### config.mk
export PLATFORM = sky130hd
export DESIGN_NAME = id_ex_control
export DESIGN_NICKNAME = d
export VERILOG_FILES = /design/src/rtl/id_ex_control_pkg.sv /design/src/rtl/id_ex_control_main_decoder.sv /design/src/rtl/id_ex_control.sv
export SDC_FILE = /design/constraint.sdc
export NUM_CORES = 1
export LEC_CHECK = 0
export CORE_ASPECT_RATIO = 1.25
export CORE_MARGIN = 1
export CORE_UTILIZATION = 35
export CTS_CLUSTER_DIAMETER = 150
export CTS_CLUSTER_SIZE = 16
export DETAILED_ROUTE_END_ITERATION = 10
export GPL_TIMING_DRIVEN = 0
export PLACE_DENSITY = 0.8
export SYNTH_ARGS = -nofsm -noshare
export SYNTH_HDL_FRONTEND = slang
export SYNTH_SLANG_ARGS = --single-unit
export TNS_END_PERCENT = 20
### constraint.sdc
create_clock -name clk -period 2.6 [get_ports clk]
set_input_delay 0.52 -clock clk [delete_from_list [all_inputs] [get_ports clk]]
set_output_delay 0.52 -clock clk [all_outputs]
set_load 0.03 [all_outputs]
### src/rtl/id_ex_control_pkg.sv
// mips_defs: opcode/funct/ALUOp constants and the ID/EX control vector shared by decode and pipeline.
package mips_defs;
  localparam logic [5:0] OP_RTYPE = 6'b000000;
  localparam logic [5:0] OP_LW    = 6'b100011;
  localparam logic [5:0] OP_SW    = 6'b101011;
  localparam logic [5:0] OP_BEQ   = 6'b000100;
  localparam logic [5:0] OP_ADDI  = 6'b001000;
  localparam logic [5:0] OP_J     = 6'b000010;
  localparam logic [5:0] F_ADD = 6'b100000;
  localparam logic [5:0] F_SUB = 6'b100010;
  localparam logic [5:0] F_AND = 6'b100100;
  localparam logic [5:0] F_OR  = 6'b100101;
  localparam logic [5:0] F_SLT = 6'b101010;
  localparam logic [1:0] ALUOP_ADD   = 2'b00;
  localparam logic [1:0] ALUOP_SUB   = 2'b01;
  localparam logic [1:0] ALUOP_FUNCT = 2'b10;
  typedef struct packed {
    logic       reg_dst;
    logic       alu_src;
    logic [1:0] alu_op;
    logic [5:0] funct;
    logic       mem_read;
    logic       mem_write;
    logic       branch;
    logic       jump;
    logic       mem_to_reg;
    logic       reg_write;
  } ctrl_t;
  localparam ctrl_t BUBBLE = '0;
  function automatic logic legal_funct(input logic [5:0] f);
    return f == F_ADD || f == F_SUB || f == F_AND || f == F_OR || f == F_SLT;
  endfunction
endpackage

### src/rtl/id_ex_control_main_decoder.sv
// main_decoder: combinational opcode/funct decode into the control vector plus an illegal flag.
module main_decoder
  import mips_defs::*;
#(
  parameter bit SUPPORT_ADDI = 1'b1
) (
  input  logic [31:0] id_instr,
  output ctrl_t       ctrl,
  output logic        illegal
);
  logic [5:0] op;
  logic [5:0] fn;
  assign op = id_instr[31:26];
  assign fn = id_instr[5:0];
  always_comb begin
    ctrl = BUBBLE;
    illegal = 1'b0;
    case (op)
      OP_RTYPE: begin
        illegal = !legal_funct(fn);
        ctrl.reg_dst = !illegal;
        ctrl.reg_write = !illegal;
        ctrl.alu_op = illegal ? ALUOP_ADD : ALUOP_FUNCT;
        ctrl.funct = illegal ? 6'd0 : fn;
      end
      OP_LW: begin
        ctrl.alu_src = 1'b1;
        ctrl.mem_read = 1'b1;
        ctrl.mem_to_reg = 1'b1;
        ctrl.reg_write = 1'b1;
      end
      OP_SW: begin
        ctrl.alu_src = 1'b1;
        ctrl.mem_write = 1'b1;
      end
      OP_BEQ: begin
        ctrl.branch = 1'b1;
        ctrl.alu_op = ALUOP_SUB;
      end
      OP_ADDI: begin
        illegal = !SUPPORT_ADDI;
        ctrl.alu_src = SUPPORT_ADDI;
        ctrl.reg_write = SUPPORT_ADDI;
      end
      OP_J: ctrl.jump = 1'b1;
      default: illegal = 1'b1;
    endcase
  end
endmodule

### src/rtl/id_ex_control.sv
// id_ex_control: decode stage control plus the control half of the ID/EX register with stall/flush.
module id_ex_control
  import mips_defs::*;
#(
  parameter bit SUPPORT_ADDI = 1'b1
) (
  input  logic        clk,
  input  logic        reset,
  input  logic        stall,
  input  logic        flush,
  input  logic        id_valid,
  input  logic [31:0] id_instr,
  output logic        ex_valid,
  output logic        ex_illegal,
  output logic        ex_RegDst,
  output logic        ex_ALUSrc,
  output logic [1:0]  ex_ALUOp,
  output logic [5:0]  ex_funct,
  output logic        ex_MemRead,
  output logic        ex_MemWrite,
  output logic        ex_Branch,
  output logic        ex_Jump,
  output logic        ex_MemtoReg,
  output logic        ex_RegWrite
);
  ctrl_t dec;
  ctrl_t ex;
  logic  dec_illegal;
  main_decoder #(.SUPPORT_ADDI(SUPPORT_ADDI)) u_dec (
    .id_instr(id_instr),
    .ctrl    (dec),
    .illegal (dec_illegal)
  );
  always_ff @(posedge clk) begin
    if (reset || flush) begin
      ex <= BUBBLE;
      ex_valid <= 1'b0;
      ex_illegal <= 1'b0;
    end else if (!stall) begin
      ex <= id_valid ? dec : BUBBLE;
      ex_valid <= id_valid;
      ex_illegal <= id_valid && dec_illegal;
    end
  end
  assign ex_RegDst   = ex.reg_dst;
  assign ex_ALUSrc   = ex.alu_src;
  assign ex_ALUOp    = ex.alu_op;
  assign ex_funct    = ex.funct;
  assign ex_MemRead  = ex.mem_read;
  assign ex_MemWrite = ex.mem_write;
  assign ex_Branch   = ex.branch;
  assign ex_Jump     = ex.jump;
  assign ex_MemtoReg = ex.mem_to_reg;
  assign ex_RegWrite = ex.reg_write;
endmodule
==> results by group <==
Floorplanning
  • Die Area: 2210 um2
  • IO Pins: 55
  • Die X-Extent: around 42 um
  • Initial Util: 0.388
  • Die Ht: ~52 um
  • Row Count: 17
  • Core Footprint: 1830 um2

STA
  • Fin Hold WS: roughly 450 ps
  • Max-slew violations: 0
  • Setup violations, final: 0
  • Setup Total Neg Slack: 0 ps
  • Final hold vios: 0
  • Slew @ Worst Pin: 453 ps
  • RSZ-0062 raised after global routing: no
  • Final Cycle Share: 0.748
  • Maximum clock rate: approximately 510 MHz
  • Tmin final: around 1900 ps
  • Skew final: 0 ps
  • Worst rel slew slack: 0.697

Synth
  • Largest area contributor in the netlist: dfxtp_1
  • Cells after synthesis: 63
  • Seq/Total Area, Yosys: 0.451
  • Synth Warn #: 0
  • Distinct cell type count after synthesis: 26
  • Top cells by area, synth: dfxtp_1 45%, a22o_1 7.4%, nor4b_4 6.7%
  • Mapped cell area: 709 um2
  • Syn_nets: 100
  • Mean Syn Cell Area: between 10 and 15 um2
  • Top cell type's share of synthesized area: 0.451
  • Synth Register Bits: 16

Clock tree
  • CTS buffer count: 3
  • PostCTS Resize Cnt: 0
  • H-tree depth: 1
  • CTS tree: built
  • Clock sinks: 16
  • Post-CTS Setup Bufs: 0
  • Clock root cell: clkbuf_4
  • # hold bufs at CTS: 0
  • Clock Latency Late Sink: slightly below 300 ps
  • Clock Path Buffers: 2
  • Clock transition at the registers of the reported paths: 90 ps

Critical path
  • Buffers & Inverters on Critical Path: 2
  • Startpoint Class: register
  • CP Capture Type: output port
  • Slowest CP cell: clkdlybuf4s50_1
  • Family with the most delay on the worst path: buffers and inverters
  • Maximum fanout along the worst path: 3
  • Kind of critical path: register to output port
  • Critical R2R Launch: ex_funct[1]$_SDFFE_PP0N_
  • Crit-path cells: buf_4 -> clkdlybuf4s50_1
  • Max incr delay on CP: approximately 650 ps
  • Flop-to-flop setup slack: slightly below 2000 ps
  • R2r endpoint: ex_funct[1]$_SDFFE_PP0N_
  • FF-to-FF path depth: 1
  • Crit path DAT: between 1000 and 1500 ps
  • CP required: approximately 2100 ps

Finish
  • Most frequent cells in the layout: 33 x clkdlybuf4s50_1, 16 x dfxtp_1, 6 x a22o_1
  • Fin util: 0.601
  • Non-filler cells in the finished layout: about 120
  • Layout cells sized above 1: 0.160
  • Final Net Count: 138
  • Area Overhead vs Synth: 55.0%
  • Antenna diode count: 0
  • Commonest non-fill, non-tap cell in the layout: clkdlybuf4s50_1

Routing
  • Final ANT Viol Nets: 0
  • Routed via count: 630
  • DR pass1 iterations: 4
  • Drt total wl: between 1500 and 2000 um
  • DRC: 0
  • Vias/cell: roughly 5.3
  • DR WL/cell: between 10 and 15 um
  • Initial DRC Count: 12

Placed design
  • IO Port Bufs: 33
  • Placed Cells: between 100 and 150
  • Detail Placement HPWL: between 1000 and 1500 um
  • Gpl congestion: between 0.7 and 0.8

Global route
  • GRT overflow: 0
  • GRT Overall Usage: 0.154
  • Largest net degree at the start of global routing: 11
  • Vias in the first global route: around 580
  • Initial antenna violation count: 0
  • First-pass GRT wire length: about 2500 um

Pwr
  • Total Power: 0.000472 W
  • LEAKAGE: 0.440 nW
  • Maximum VDD drop: about 0.24 mV
  • Cell area power density: between 400 and 500 nW/um2

Hold path
  • Min-delay worst type: register to register
  • Worst hold stages: 2
  • Worst hold start: ex_illegal$_SDFFE_PP0N_
  • Worst hold endpoint: ex_illegal$_SDFFE_PP0N_

Job
  • Max_cap viols: 0

Outcome
  • Status: complete, no violations
==> sequential cells by signal, indices dropped and copies added, names as in the netlist <==
name	count
ex_MemWrite	1
ex_valid	1
ex_Jump	1
ex_MemRead	1
ex_funct	6
ex_ALUSrc	1
ex_RegWrite	1
ex_illegal	1
ex_ALUOp	2
ex_Branch	1
==> through the flow <==
stage / instance area (um2) / setup WS (ps)
after detailed placement: 1060 / 571
after global routing: 1100 / 597
after floorplan: 709 / 1220
after CTS: 1100 / 649
after global placement: 1060 / 608
final: 1100 / 656
==> worst max path at each step <==
stage	slack, ps	endpoint	cells past startpoint	from
global route	600	ex_ALUOp[1]	2	ex_ALUOp[1]$_SDFFE_PP0N_
global placement	610	ex_ALUSrc$_SDFFE_PP0N_	5	stall
detailed placement	570	ex_ALUSrc$_SDFFE_PP0N_	5	stall
floorplan	1220	ex_funct[0]$_SDFFE_PP0N_	5	id_instr[29]
finish	660	ex_MemtoReg	2	ex_MemRead$_SDFFE_PP0N_
CTS	650	ex_MemtoReg	2	ex_MemRead$_SDFFE_PP0N_
==> tightest hold or removal path, stage by stage (launching register included) <==
cell     delay (ps)
dfxtp_1         320
nand2_1          50
nand2_1          40
==> final cells by class <==
| type | count | area (um2) |
|---|---|---|
| flip-flops and latches | 16 | 320 |
| well taps | 19 | 23.8 |
| fillers | 166 | 729 |
| clock buffers | 4 | 36.3 |
| repair buffers | 33 | 330 |
| plain buffers | 4 | 31.3 |
| multi-input cells | 43 | 358 |
==> synthesized netlist by cell type <==
cell type / count
buf_2: 1
a32o_1: 1
nand3_2: 1
and4b_1: 1
nor3b_2: 2
nand2_1: 5
a22o_1: 6
buf_6: 1
mux2i_1: 2
a21oi_1: 1
nor3_1: 1
xor2_1: 1
nand2_2: 1
o21ai_1: 1
nor2_4: 1
dfxtp_1: 16
o211ai_1: 1
o21ai_0: 3
nor2_1: 1
and2_1: 1
nand2b_1: 3
nor4b_4: 2
nor4_4: 1
a21o_1: 5
buf_4: 2
nand4_1: 2
==> routing by layer <==
layer | wire length, um | part of all wire | GRT usage
met4 | 51 | 0.034 | 0.125
met3 | 74 | 0.049 | 0.0241
met5 | 0 | 0 | 0
met1 | 678 | 0.45 | 0.165
met2 | 719 | 0.47 | 0.267
==> cell families (layout without fill, tap and decap cells) <==
family / after synthesis / after routing / share of synthesized area
simple gates: 22 / 22 / 0.277
compound gates: 18 / 18 / 0.187
flops: 16 / 16 / 0.452
buf+inv: 4 / 41 / 0.0441
mux: 2 / 2 / 0.0282
xor+xnor: 1 / 1 / 0.0123
==> report_power, final <==
group	switching [W]	total (W)	internal, W
clock network	0.0000808	0.000166	0.0000854
logic	0.0000259	0.0000589	0.0000330
registers	0.000000590	0.000247	0.000246
total	0.000107	0.000472	0.000364
(Power assumes the default switching activity.)
